File: config.mk
export PLATFORM = sky130hd
export DESIGN_NAME = mem_port_arbiter
export DESIGN_NICKNAME = d
export VERILOG_FILES = /design/src/rtl/mem_port_arbiter.sv
export SDC_FILE = /design/constraint.sdc
export NUM_CORES = 1
export LEC_CHECK = 0
export CORE_AREA = 2 2 103 105
export CTS_BUF_LIST = sky130_fd_sc_hd__clkbuf_8 sky130_fd_sc_hd__clkbuf_16
export CTS_CLUSTER_DIAMETER = 50
export DETAILED_ROUTE_END_ITERATION = 7
export DIE_AREA = 0 0 105 107
export PLACE_DENSITY = 0.67
export SETUP_SLACK_MARGIN = 0.4
export SKIP_CTS_REPAIR_TIMING = 1
export SLEW_MARGIN = 5
export SYNTH_ARGS = -nofsm -noshare
export SYNTH_HDL_FRONTEND = slang
export SYNTH_SLANG_ARGS = --single-unit
File: constraint.sdc
create_clock -name clk -period 2.2 [get_ports clk]
set_input_delay 0.33 -clock clk [delete_from_list [all_inputs] [get_ports clk]]
set_output_delay 0.33 -clock clk [all_outputs]
set_load 0.05 [all_outputs]
File: src/rtl/mem_port_arbiter.sv
// mem_port_arbiter
// Shares one single-port, byte-strobed synchronous memory between the
// instruction-fetch port (I) and the load/store port (D). At most one
// request is granted per cycle. A small tag FIFO records the owner of every
// in-flight read, so each memory read response is steered back to the port
// that issued it.
//
// Ports:
//   clk, reset                     clock, synchronous active-high reset
//   i_req/i_addr -> i_gnt          instruction read request / accept
//   i_rvalid/i_rdata               instruction read response
//   d_req/d_we/d_addr/d_wdata/
//   d_wstrb -> d_gnt               data request / accept
//   d_rvalid/d_rdata               data read response
//   m_ready/m_we/m_addr/m_wdata/
//   m_wstrb                        memory request strobe and fields
//   m_rresp/m_rdata                memory read response
module mem_port_arbiter #(
  parameter bit          D_PRIO      = 1'b1,
  parameter int unsigned STARVE_MAX  = 4,
  parameter int unsigned OUTSTANDING = 2
) (
  input  logic        clk,
  input  logic        reset,
  input  logic        i_req,
  input  logic [29:0] i_addr,
  output logic        i_gnt,
  output logic        i_rvalid,
  output logic [31:0] i_rdata,
  input  logic        d_req,
  input  logic        d_we,
  input  logic [29:0] d_addr,
  input  logic [31:0] d_wdata,
  input  logic [3:0]  d_wstrb,
  output logic        d_gnt,
  output logic        d_rvalid,
  output logic [31:0] d_rdata,
  output logic        m_ready,
  output logic        m_we,
  output logic [29:0] m_addr,
  output logic [31:0] m_wdata,
  output logic [3:0]  m_wstrb,
  input  logic        m_rresp,
  input  logic [31:0] m_rdata
);

  localparam int         PTR_W = (OUTSTANDING > 1) ? $clog2(OUTSTANDING) : 1;
  localparam int         CNT_W = $clog2(OUTSTANDING + 1);
  localparam logic [3:0] SMAX  = 4'(STARVE_MAX);

  // Owner tags: 0 = I-port, 1 = D-port.
  logic [OUTSTANDING-1:0] tags;
  logic [PTR_W-1:0]       wr_ptr, rd_ptr;
  logic [CNT_W-1:0]       count;
  logic [3:0]             i_starve, d_starve;

  logic blocked, empty, head;
  logic i_elig, d_elig, pick_i, pick_d;
  logic push, pop;

  function automatic logic [PTR_W-1:0] ptr_inc(input logic [PTR_W-1:0] p);
    // Depth is a power of two, so the pointer wraps on its own; a depth of
    // one keeps the pointer pinned at zero.
    if (OUTSTANDING == 1) ptr_inc = '0;
    else                  ptr_inc = p + PTR_W'(1);
  endfunction

  always_comb begin
    blocked = (count == CNT_W'(OUTSTANDING));
    empty   = (count == '0);
    head    = tags[rd_ptr];

    // Writes produce no response, so a full tag FIFO never stalls them.
    i_elig  = i_req & ~blocked;
    d_elig  = d_req & (d_we | ~blocked);

    pick_i  = 1'b0;
    pick_d  = 1'b0;
    if (i_elig && d_elig) begin
      if (d_starve == SMAX)      pick_d = 1'b1;
      else if (i_starve == SMAX) pick_i = 1'b1;
      else if (D_PRIO)           pick_d = 1'b1;
      else                       pick_i = 1'b1;
    end else begin
      pick_i = i_elig;
      pick_d = d_elig;
    end

    i_gnt   = 1'b0;
    d_gnt   = 1'b0;
    m_ready = 1'b0;
    m_we    = 1'b0;
    m_addr  = '0;
    m_wdata = '0;
    m_wstrb = '0;
    if (!reset) begin
      i_gnt   = pick_i;
      d_gnt   = pick_d;
      m_ready = pick_i | pick_d;
      if (pick_d) begin
        m_we    = d_we;
        m_addr  = d_addr;
        m_wdata = d_wdata;
        m_wstrb = d_we ? d_wstrb : 4'h0;
      end else if (pick_i) begin
        m_addr  = i_addr;
      end
    end

    // A response with no outstanding tag is stale and dropped.
    pop      = m_rresp & ~empty & ~reset;
    push     = i_gnt | (d_gnt & ~d_we);
    i_rvalid = pop & ~head;
    d_rvalid = pop & head;
    i_rdata  = m_rdata;
    d_rdata  = m_rdata;
  end

  always_ff @(posedge clk) begin
    if (reset) begin
      tags     <= '0;
      wr_ptr   <= '0;
      rd_ptr   <= '0;
      count    <= '0;
      i_starve <= '0;
      d_starve <= '0;
    end else begin
      if (push) begin
        tags[wr_ptr] <= d_gnt;
        wr_ptr       <= ptr_inc(wr_ptr);
      end
      if (pop) rd_ptr <= ptr_inc(rd_ptr);
      case ({push, pop})
        2'b10:   count <= count + CNT_W'(1);
        2'b01:   count <= count - CNT_W'(1);
        default: count <= count;
      endcase

      // A port only ages while it is eligible and loses to the other port.
      if (i_gnt)                                      i_starve <= '0;
      else if (i_elig && pick_d && i_starve != SMAX)  i_starve <= i_starve + 4'd1;
      if (d_gnt)                                      d_starve <= '0;
      else if (d_elig && pick_i && d_starve != SMAX)  d_starve <= d_starve + 4'd1;
    end
  end

endmodule

==> results of run 1 <==
[where the power goes]
| group | total, mW | internal, mW | switching [mW] |
|---|---|---|---|
| sequential | 0.282 | 0.266 | 0.0155 |
| clock | 0.215 | 0.121 | 0.0934 |
| combinational | 1.17 | 0.651 | 0.522 |
[Yosys cell counts (all sizes together)]
| cell type | n |
|---|---|
| nand3 | 3 |
| o21a | 1 |
| xor2 | 3 |
| inv | 9 |
| nand2 | 3 |
| nor2b | 3 |
| dfxtp | 14 |
| and2 | 35 |
| xnor2 | 4 |
| or3 | 3 |
| nand2b | 4 |
| a41oi | 2 |
| a211oi | 2 |
| and4b | 1 |
| a22o | 30 |
| clkbuf | 2 |
| a21oi | 5 |
| and3b | 1 |
| nor4 | 2 |
| mux2i | 3 |
| a311oi | 2 |
| and3 | 5 |
| o21bai | 1 |
| o21ai | 5 |
| and4 | 1 |
| nand4 | 3 |
| nor3 | 4 |
| nor2 | 9 |
| ha | 5 |
| buf | 77 |
| nand3b | 2 |
[cell type report]
class	instances	share of cell area, %
repair buffers	219	60.74
inverters	9	0.6710
well taps	136	3.380
flip-flops and latches	14	5.815
clock buffers	3	0.8201
multi-input cells	142	28.58
[cell families (layout without fill, tap and decap cells)]
family / after synthesis / in the layout / synth area share, %
and+or+nand+nor: 79 / 79 / 26.58
AOI/OAI and AO/OA: 48 / 48 / 19.25
buffers and inverters: 88 / 231 / 32.06
xor gates and xnor gates: 7 / 7 / 3.123
DFF: 14 / 14 / 14.28
adders and majority gates: 5 / 5 / 3.187
muxes: 3 / 3 / 1.530
[routing by layer]
| metal | track usage, % | up-vias | routed length, um |
|---|---|---|---|
| met1 | 20.59 | 1049 | 4584 |
| met2 | 26.62 | 135 | 5211 |
| met5 | 0 | - | 0 |
| li1 | - | 1070 | - |
| met3 | 6.201 | 7 | 924 |
| met4 | 2.667 | 0 | 80 |
[state kept, by name, summed over array words and instances (netlist names)]
register / flops
rd_ptr: 1
wr_ptr: 1
i_starve: 4
count: 2
d_starve: 4
tags: 2
[cells in the final DEF (no fill, tap or decap), types with 4 or more instances in the layout]
cell / n
clkdlybuf4s50_1: 100
buf_12: 79
and2_4: 33
a22o_4: 30
buf_4: 24
dfxtp_1: 10
nor2_1: 8
clkbuf_16: 8
inv_1: 6
buf_6: 6
and3_4: 4
xnor2_1: 4
[worst min-delay path by stage]
stage,from,slack (ps),endpoint,cells after the start
floorplan,d_starve[3],460,d_starve[3],2
global placement,d_starve[3],480,d_starve[3],2
detailed placement,d_starve[3],500,d_starve[3],2
CTS,d_starve[3],500,d_starve[3],2
global route,wr_ptr,530,wr_ptr,1
finish,wr_ptr,510,wr_ptr,1
[stage by stage]
stage / instances / TNS [ps] / cell area, um2 / setup slack [ps]
CTS: 499 / -13450 / 4547 / -265.3
finish: 523 / -14400 / 5035 / -280.9
floorplan: 244 / 0 / 2271 / 216.6
detailed placement: 496 / -2433 / 4506 / -78.02
global placement: 496 / -1162 / 4506 / -44.16
global route: 523 / -18650 / 5035 / -338.1
==> run metrics, run 1 <==
outcome finished, violations left; failing checks setup timing; Via Count 2261; arrival time of the worst setup path 2150 ps; largest net degree at the start of global routing 32; reg2reg end count[1]; area fraction of the dominant cell type after synthesis 25.24%; Mapped Nets 383; Longest Clk Path Bufs 2; R2R Path Start d_starve[0]; Synth Register Bits 14; Leak 2.082 nW; Clock Skew 0.5816 ps; sequential cell area 292.8 um2; CP Max Fanout 7; first-pass GRT wire length 14060 um; Worst Path Buf+Inv 4; Final ANT Viol Nets 0; YS warnings 0; Top Family by Delay on Critical Path simple AND/OR/NAND/NOR gates; n_diodes 0; max-cap violation count 0; die width 105 um; synthesized area 1963 um2; Fillers 910; Least-Margin Pin Slew 339.3 ps; antenna violations before repair 0; clock-pin slew on the worst setup and hold paths 60 ps; Post-route DRC 0; Final WS setup -280.9 ps; Crit-path slowest cell dfxtp_4; Yosys cell types 35; CTS tree done; count of input and output buffers 173; VDD IR max 0.2363 mV; First-pass DRT Iterations 4; final core utilization 49.89%; max-slew violations 0; RD Place Congestion 0.7796; overall power 1.670 mW; Clock Latency Late Sink 250 ps; core footprint 10090 um2; R2R setup slack 140 ps; Via-to-Cell Ratio 4.323; GRT overflow 0; FP Rows 37; wire per inst 20.65 um; critical path depth 9; Clock Root Buffer clkbuf_8; Crit path top cell by count buf_12; Achievable Freq 403.1 MHz; Die Ht 107 um; Fin. Hold Viols 0; critical path endpoint category output port; Layout Nets 528; hold crit path type flip-flop to flip-flop; hpwl dp 7970 um; Starting Density 19.45%; overall die area 11240 um2; crit path cell chain inv_2 -> ha_4 -> and3b_2 -> nand4_1 -> and4b_4 -> buf_12 -> clkbuf_16 -> a22o_4 -> buf_12; Final min period 2481 ps; share of layout cells above drive strength 1 54.01%; GRT Overall Usage 16.25%; Mean Syn Cell Area 8.046 um2; initial DRC count 66; Critical Path RT 1870 ps; vias in the first global route 2252; CTS Buf Count 3; largest area contributor in the netlist buf_4; CP Class flip-flop to output port; area taken by multi-input logic gates 1439 um2; Pwr Density 331.6 nW/um2; FF-to-FF path depth 10; Setup crit start kind flip-flop; Routed Wire Length 10800 um; top cells by area, synth buf_4, dfxtp_1, a22o_1, and2_4, and2_1; Final period util 112.8%; H-tree depth 1; post-synthesis sequential area ratio 14.28%; worst hold slack 509.8 ps; P&R area growth vs syn 156.5%; crit path from i_starve[1]; Critical Path Max Stage Delay 340 ps; Relative slew margins 77.17%; Clock Sinks 14; # IOs 270; Post-Syn Instances 244; Final setup viols 69; RSZ-0062 raised after global routing yes; crit path to m_addr[1]
Note: power is estimated with default switching activity, not from simulation.
==> inputs of run 2 (changes only) <==
- CAP_MARGIN: default -> 20
- REMOVE_ABC_BUFFERS: default -> 1
==> run metrics, run 2 (same netlist as run 1, synthesis figures left out) <==
Clock Root Buffer clkbuf_8; P&R area growth vs syn 145.7%; wire per inst 31.21 um (+51%); post-place setup slack -117.2 ps (-39.17 ps); R2R Path Start i_starve[1]; Critical Path RT 1870 ps (about the same); Least-Margin Pin Slew 415.0 ps (+75.68 ps); arrival time of the worst setup path 2140 ps (about the same); Worst Path Buf+Inv 4 (unchanged); # IOs 270 (unchanged); Via Count 2444 (+8.1%); first-pass GRT wire length 19330 um (+38%); P_int 1.046 mW (+0.68%); FP Rows 37 (unchanged); Crit-path slowest cell dfxtp_2; FF-to-FF path depth 10 (unchanged); RSZ-0062 raised after global routing yes; commonest non-fill, non-tap cell in the layout clkdlybuf4s50_1; Longest Clk Path Bufs 2 (unchanged); Pwr Density 347.8 nW/um2 (+4.9%); Final period util 112.1% (-0.64 points); Relative slew margins 72.12% (-5.0 points); Routed Wire Length 16170 um (+50%); overall die area 11240 um2 (unchanged); Final ANT Viol Nets 0 (unchanged); share of layout cells above drive strength 1 49.21% (-4.8 points); GRT Overall Usage 25.22% (+9.0 points); share of power burned in registers 16.9% (about the same); Die Ht 107 um (unchanged); core footprint 10090 um2 (unchanged); vias in the first global route 2466 (+9.5%); hold path cells 3 (+2); Post-route DRC 0 (unchanged); count of input and output buffers 173 (unchanged); H-tree depth 1 (unchanged); Net Sw Power 631.9 uW (+0.19%); max-slew violations 0 (unchanged); Clock Latency Late Sink 260 ps (about the same); hold crit path type input port to flip-flop; Via-to-Cell Ratio 4.718 (+9.1%); CP Class flip-flop to output port; CP Max Fanout 5 (-2); failing checks setup timing; crit path cell chain inv_2 -> ha_4 -> and3b_2 -> nand4_1 -> and4b_4 -> clkbuf_16 -> buf_6 -> a22o_1 -> buf_12; GRT overflow 0 (unchanged); outcome finished, violations left; VDD IR max 0.2422 mV (+2.5%); switching share of power 37.66% (-0.11 points); Min-Delay Endpoint d_starve[1]; Critical Path Max Stage Delay 360 ps (+20 ps); Clk pwr share 15.5% (+2.6 points); max-cap violation count 0 (unchanged); First-pass DRT Iterations 4 (unchanged); CTS tree done; Top Family by Delay on Critical Path simple AND/OR/NAND/NOR gates; final core utilization 47.79% (-2.1 points); clock-pin slew on the worst setup and hold paths 70 ps (about the same); Fin. Hold Viols 0 (unchanged); Layout Nets 522 (-1.1%); critical path endpoint category output port; Final setup viols 68 (-1.4%); RD Place Congestion 0.8496 (+9.0%); hpwl dp 13180 um (+65%); Clock Skew 11.58 ps (+11.00 ps); Fillers 948 (+4.2%); initial DRC count 77 (+17%); die width 105 um (unchanged); largest registers d_starve: 4 flops, i_starve: 4 flops; Clock Sinks 14 (unchanged); R2R setup slack 110 ps (-30 ps); largest net degree at the start of global routing 47 (+47%); combinational share of power 67.6% (-2.7 points); Hold Crit Start reset; reg2reg end count[1]; Leak 1.987 nW (-4.6%); Achievable Freq 405.4 MHz (+0.57%); Final WS setup -266.9 ps (+14.00 ps); Final min period 2467 ps (-14.00 ps); Setup crit start kind flip-flop; antenna violations before repair 1 (+1); CTS Buf Count 3 (unchanged); n_diodes 0 (unchanged); commonest cells after routing, fill and taps aside clkdlybuf4s50_1, buf_12, and2_4; Starting Density 19.45% (unchanged)
[run 2: cell count changes in the layout (fill, tap and decap cells not counted), moves of 2 or more]
cell	previous run	this run
a22o_1	0	9
a22o_4	30	21
buf_12	79	75
buf_6	6	3
dfxtp_4	3	0
dfxtp_2	1	3
[run 2: power by group through the flow]
stage	logic, mW	clock network, mW	registers (mW)
6_report	1.13	0.259	0.284
5_1_grt	1.17	0.277	0.286
3_3_place_gp	0.990	0	0.286
3_5_place_dp	0.994	0	0.288
2_1_floorplan	0.402	0	0.285
4_1_cts	1.00	0.257	0.282
[run 2: stage by stage]
stage | total power, mW | instances | cell area, um2 | hold slack [ps] | setup TNS, ps
6_report | 1.678 | 518 | 4823 | 482.4 | -14610
5_1_grt | 1.736 | 518 | 4823 | 522.3 | -21150
4_1_cts | 1.540 | 501 | 4250 | 506.4 | -16790
3_5_place_dp | 1.282 | 497 | 4195 | 496.5 | -3719
3_3_place_gp | 1.276 | 497 | 4195 | 470.4 | -2303
2_1_floorplan | 0.6866 | 165 | 1368 | 399.1 | -78500
[run 2: layer usage]
metal / part of all wire [%] / global-route usage (%)
met4: 4.3 / 10.48
met1: 35 / 25.03
met2: 44 / 38.22
met5: 0.48 / 6.667
met3: 16 / 20.30
[run 2: how the worst max path moves through the flow]
| stage | startpoint | endpoint | slack (ps) | cells after the start |
|---|---|---|---|---|
| after floorplan | i_starve[0] | m_wstrb[0] | -1220 | 6 |
| after global placement | reset | m_addr[7] | -100 | 6 |
| after detailed placement | i_req | m_addr[7] | -120 | 6 |
| after CTS | i_starve[1] | m_wdata[6] | -310 | 8 |
| after global routing | d_starve[0] | m_addr[10] | -360 | 9 |
| final | i_starve[1] | m_addr[10] | -270 | 9 |
[run 2: cell type report]
class | count | area, um2 | area share (%)
timing repair buffer | 213 | 2942 | 60.99
clock buffer | 4 | 55.05 | 1.141
inverter | 9 | 33.78 | 0.7004
multi-input combinational | 142 | 1339 | 27.76
sequential | 14 | 284.0 | 5.888
tap | 136 | 170.2 | 3.528
[run 2: worst register-to-register path: cells and delay by family, from the launching register on]
| kind | cells | cell delay [ps] |
|---|---|---|
| fa+ha+maj | 2 | 400 |
| compound gates | 2 | 320 |
| simple gates | 3 | 690 |
| buf+inv | 3 | 250 |
| flops | 1 | 340 |
==> inputs of run 3 (changes only) <==
- SLEW_MARGIN: 5 -> 20
==> results of run 3 <==
The final DEF is identical to that of run 2; final timing and power are the same.
==> RTL change 1: new RTL, flow settings as in run 3 <==
Reset style: asynchronous (`reset`), changed in one clocked block. Comments in the files are not updated.
--- a/src/rtl/mem_port_arbiter.sv
+++ b/src/rtl/mem_port_arbiter.sv
@@ -117,5 +117,5 @@
   end
 
-  always_ff @(posedge clk) begin
+  always_ff @(posedge clk or posedge reset) begin
     if (reset) begin
       tags     <= '0;
Formal check against the unedited RTL: no difference found for any inputs over 4 cycles, from zero or initial values and one cycle with reset high; that may be too few to reach the edited logic, so the function may still have changed.
==> RTL change 1 against run 3 <==
The flow still finishes with violations (negative setup slack); design area decreased by 1.5%; final cell count increased by 4.1%; sequential cell count stayed put; routed wire length is 36% lower; synthesized area grew 8.9%; fmax rose by 5.7%; worst setup slack better by 0.13 ns; critical path type is now in2out.
Power is not compared: it rests on default switching activity, and its combinational part moved more than twofold at a synthesized area within 25%.
==> RTL change 1: results (changes against run 3) <==
- Mean area per synthesized cell: 8.13 µm² (was 8.05 µm²)
- CTS Root Cell: clkbuf_8 (unchanged)
- GR Layer Usage met1: 18.8% (was 25.0%)
- M2 GR Usage: 23.5% (was 38.2%)
- Most instantiated cells after synthesis: buf_4, and2_1, a22o_1 (was buf_4, a22o_1, and2_4)
- RePlAce Congestion: 0.780 (was 0.850)
- YS warnings: 0 (unchanged)
- Worst R2R End: count[1]$_DFFE_PP0P_ (was count[1]$_SDFFE_PP0P_)
- Register-to-Register Path Depth: 11 (was 10)
- Worst endpoint data arrival time: 2.00 ns (was 2.14 ns)
- First-pass GRT wire length: 14000 µm (was 19300 µm)
- Worst setup path startpoint: d_we (was i_starve[1]$_SDFFE_PP0P_)
- Critical-path maximum fanout: 9 (was 5)
- HPWL Detailed: 7920 µm (was 13200 µm)
- Slew @ Worst Pin: 0.380 ns (was 0.415 ns)
- Htree depth: 1 (unchanged)
- Final setup viols: 68 (unchanged)
- Initial antenna violation count: 0 (was 1)
- Met3 usage in global routing: 11.3% (was 20.3%)
- Wire length on met3: 1510 µm (was 2660 µm)
- Final worst slack: -0.135 ns (was -0.267 ns)
- Pre-CTS setup slack: -0.0755 ns (was -0.117 ns)
- Initial drt markers: 125 (was 77)
- Metal1 wirelength: 4170 µm (was 5590 µm)
- Async set or reset register ratio after synthesis: 100% (was 0%)
- Largest net degree at the start of global routing: 39 (was 47)
- Netlist cell types: 45 (was 35)
- Total wire length: 10400 µm (was 16200 µm)
- Largest registers: d_starve x4, i_starve x4 (unchanged)
- Uppermost layer routed: met4 (was met5)
- Largest cells by area after synthesis: buf_4, dfrtp_1, and2_1 (was buf_4, dfxtp_1, a22o_1)
- WL/cell: 19.3 µm (was 31.2 µm)
- Hold/Removal Path Class: in2async (was in2reg)
- FF-to-FF setup slack: 0.09 ns (was 0.11 ns)
- Nets: 543 (was 522)
- Placed cells: 514 (was 497)
- All-Layer GR Usage: 16.0% (was 25.2%)
- Vias per std cell: 4.59 (was 4.72)
- Met2 routed WL: 4710 µm (was 7140 µm)
- Clock skew: 0.00223 ns (was 0.0116 ns)
- R2R Path Start: d_starve[0]$_DFFE_PP0P_ (was i_starve[1]$_SDFFE_PP0P_)
- Part of the Yosys area used for sequential elements: 16.4% (was 14.3%)
- Layout cells sized above 1: 45.7% (was 49.2%)
- Synth Flop Type: dfrtp_1 (was dfxtp_1)
- Worst-skew pair later-pin latency: 0.24 ns (was 0.26 ns)
- Setup_tns: -5.74 ns (was -14.61 ns)
- Failing checks: negative setup slack (unchanged)
- Post-DP Area: 0.00425 mm² (was 0.00420 mm²)
- Status: finished, violations left (unchanged)
- Vias in the first global route: 2462 (was 2466)
- Worst setup endpoint: m_addr[23] (was m_addr[10])
- Worst-path clk slew: roughly 0.060 ns
[RTL change 1: power by group through the flow]
| stage | Combinational (mW) | Sequential [mW] | Clock [mW] |
|---|---|---|---|
| after detailed placement | 2.09 | 0.429 | 0 |
| final | 2.46 | 0.429 | 0.245 |
| after CTS | 2.10 | 0.426 | 0.254 |
| after global placement | 2.05 | 0.428 | 0 |
| after global routing | 2.59 | 0.442 | 0.266 |
| after floorplan | 1.04 | 0.424 | 0 |
[RTL change 1: worst min path at each step]
stage                             from  cells after the start                    to  slack, ns
floorplan                        reset                      1  count[0]$_DFFE_PP0P_       0.25
global placement    rd_ptr$_DFFE_PP0P_                      1    rd_ptr$_DFFE_PP0P_       0.48
detailed placement  rd_ptr$_DFFE_PP0P_                      1    rd_ptr$_DFFE_PP0P_       0.49
CTS                 rd_ptr$_DFFE_PP0P_                      1    rd_ptr$_DFFE_PP0P_       0.50
global route                     reset                      5    rd_ptr$_DFFE_PP0P_       0.35
finish                           reset                      5  count[1]$_DFFE_PP0P_       0.33
[RTL change 1: layout make-up]
class	instances	area [µm²]
Clock buffer	4	55.1
Fill cell	957	5340
Inverter	8	37.5
Multi-Input combinational cell	159	1340
Sequential cell	14	352
Tap cell	136	170
Timing Repair Buffer	218	2800
[RTL change 1: critical path, cell delays in order]
cell and delay (ns):
clkdlybuf4s50_1 0.45, or3b_1 0.43, buf_4 0.20, and3_1 0.19
a2bb2oi_1 0.16, nor2_1 0.06, buf_4 0.19
[RTL change 1: cell families (layout without fill, tap and decap cells)]
kind of cell,after synthesis,count (layout),share of synthesized area [%]
xor gates and xnor gates,7,7,2.87
muxes,2,2,0.937
AOI/OAI and AO/OA,49,49,18.6
adders and majority gates,5,5,2.93
DFF,14,14,16.4
buffers and inverters,90,230,30.1
and+or+nand+nor,96,96,28.2
==> RTL change 2: new RTL, settings of run 3 <==
Made on the original files. Set the parameter `D_PRIO` to 1'b0 (it was 1'b1).
--- a/src/rtl/mem_port_arbiter.sv
+++ b/src/rtl/mem_port_arbiter.sv
@@ -17,5 +17,5 @@
 //   m_rresp/m_rdata                memory read response
 module mem_port_arbiter #(
-  parameter bit          D_PRIO      = 1'b1,
+  parameter bit          D_PRIO      = 1'b0,
   parameter int unsigned STARVE_MAX  = 4,
   parameter int unsigned OUTSTANDING = 2
Behaviour: not the same (a bounded check fails within 4 cycles, from zero or initial values and one cycle with reset high).
==> RTL change 2 against run 3 <==
The flow still finishes with violations (negative setup slack); total power shrank 1.8%; clock skew down 0.0052 ns; largest power group unchanged; design area decreased by 5.8%; routed wire length down 34%; worst setup slack improved by 0.079 ns; global-route usage fell by 9.5 points; sequential share of layout area is 1.4 points lower; core utilization shrank 2.8 points; synthesized cell count fell by 15%; synthesized area fell by 17%; sequential cell count shrank 4.
==> RTL change 2: results (changes against run 3) <==
- Leakage: 1.89 nW (was 1.99 nW)
- Final worst slack: -0.188 ns (was -0.267 ns)
- Worst setup path startpoint: count[0]$_SDFFE_PP0P_ (was i_starve[1]$_SDFFE_PP0P_)
- WHS Path Cells: 1 (was 3)
- Multi-input combinational area share: 26.2% (was 27.8%)
- VDD IR max: 185 µV (was 242 µV)
- Final setup viols: 69 (was 68)
- Clk tree area frac: 1.21% (was 1.14%)
- Most instantiated cells after synthesis: buf_4, and2_1, a22o_1 (was buf_4, a22o_1, and2_4)
- Pre-CTS setup slack: -0.150 ns (was -0.117 ns)
- Post-Synth XOR/XNOR Area: 1.61% (was 3.12%)
- Delay-heaviest family, CP: buffers and inverters (was simple AND/OR/NAND/NOR gates)
- FF-to-FF setup slack: -0.04 ns (was 0.11 ns)
- Status: finished, violations left (unchanged)
- HPWL Detailed: 8360 µm (was 13200 µm)
- RePlAce Congestion: 0.743 (was 0.850)
- Non-clk invs: 5 (was 9)
- Fillcell total: 950 (was 948)
- Largest cells by area after synthesis: buf_4, a22o_1, and2_1 (was buf_4, dfxtp_1, a22o_1)
- Initial drt markers: 74 (was 77)
- Failing checks: negative setup slack (unchanged)
- Layout cells sized above 1: 54.1% (was 49.2%)
- Largest net degree at the start of global routing: 23 (was 47)
- Compound-Gate Fraction of Synth Area: 24.9% (was 19.2%)
- Synth Instances: 207 (was 244)
- Fraction of area in registers: 4.52% (was 5.89%)
- Vias: 2176 (was 2444)
- Slew @ Worst Pin: 0.370 ns (was 0.415 ns)
- Hold/Removal Path Class: reg2reg (was in2reg)
==> RTL change 2: cell types whose count changed after synthesis, moves of 4 or more <==
| cell | before | now |
|---|---|---|
| inv_1 | 9 | 5 |
| dfxtp_1 | 14 | 10 |
| and2_1 | 15 | 34 |
| and2_4 | 20 | 0 |
==> RTL change 2: through the flow <==
stage / hold slack, ns / instance area [µm²]
floorplan: 0.399 / 1080
global placement: 0.478 / 3880
detailed placement: 0.492 / 3880
CTS: 0.502 / 3940
global route: 0.538 / 4540
finish: 0.503 / 4540
==> RTL change 2: power groups by stage <==
stage	registers [mW]	logic, mW	clock network, mW
after detailed placement	0.216	1.03	0
after global placement	0.214	1.02	0
final	0.214	1.19	0.241
after global routing	0.216	1.23	0.251
after floorplan	0.212	0.418	0
after CTS	0.212	1.04	0.242
==> RTL change 2: metal layers <==
layer  routed length, µm  GRT usage [%]
met1                3900           17.0
met2                4810           22.8
met3                1590           13.1
met4                 170           3.62
met5                 136           9.52
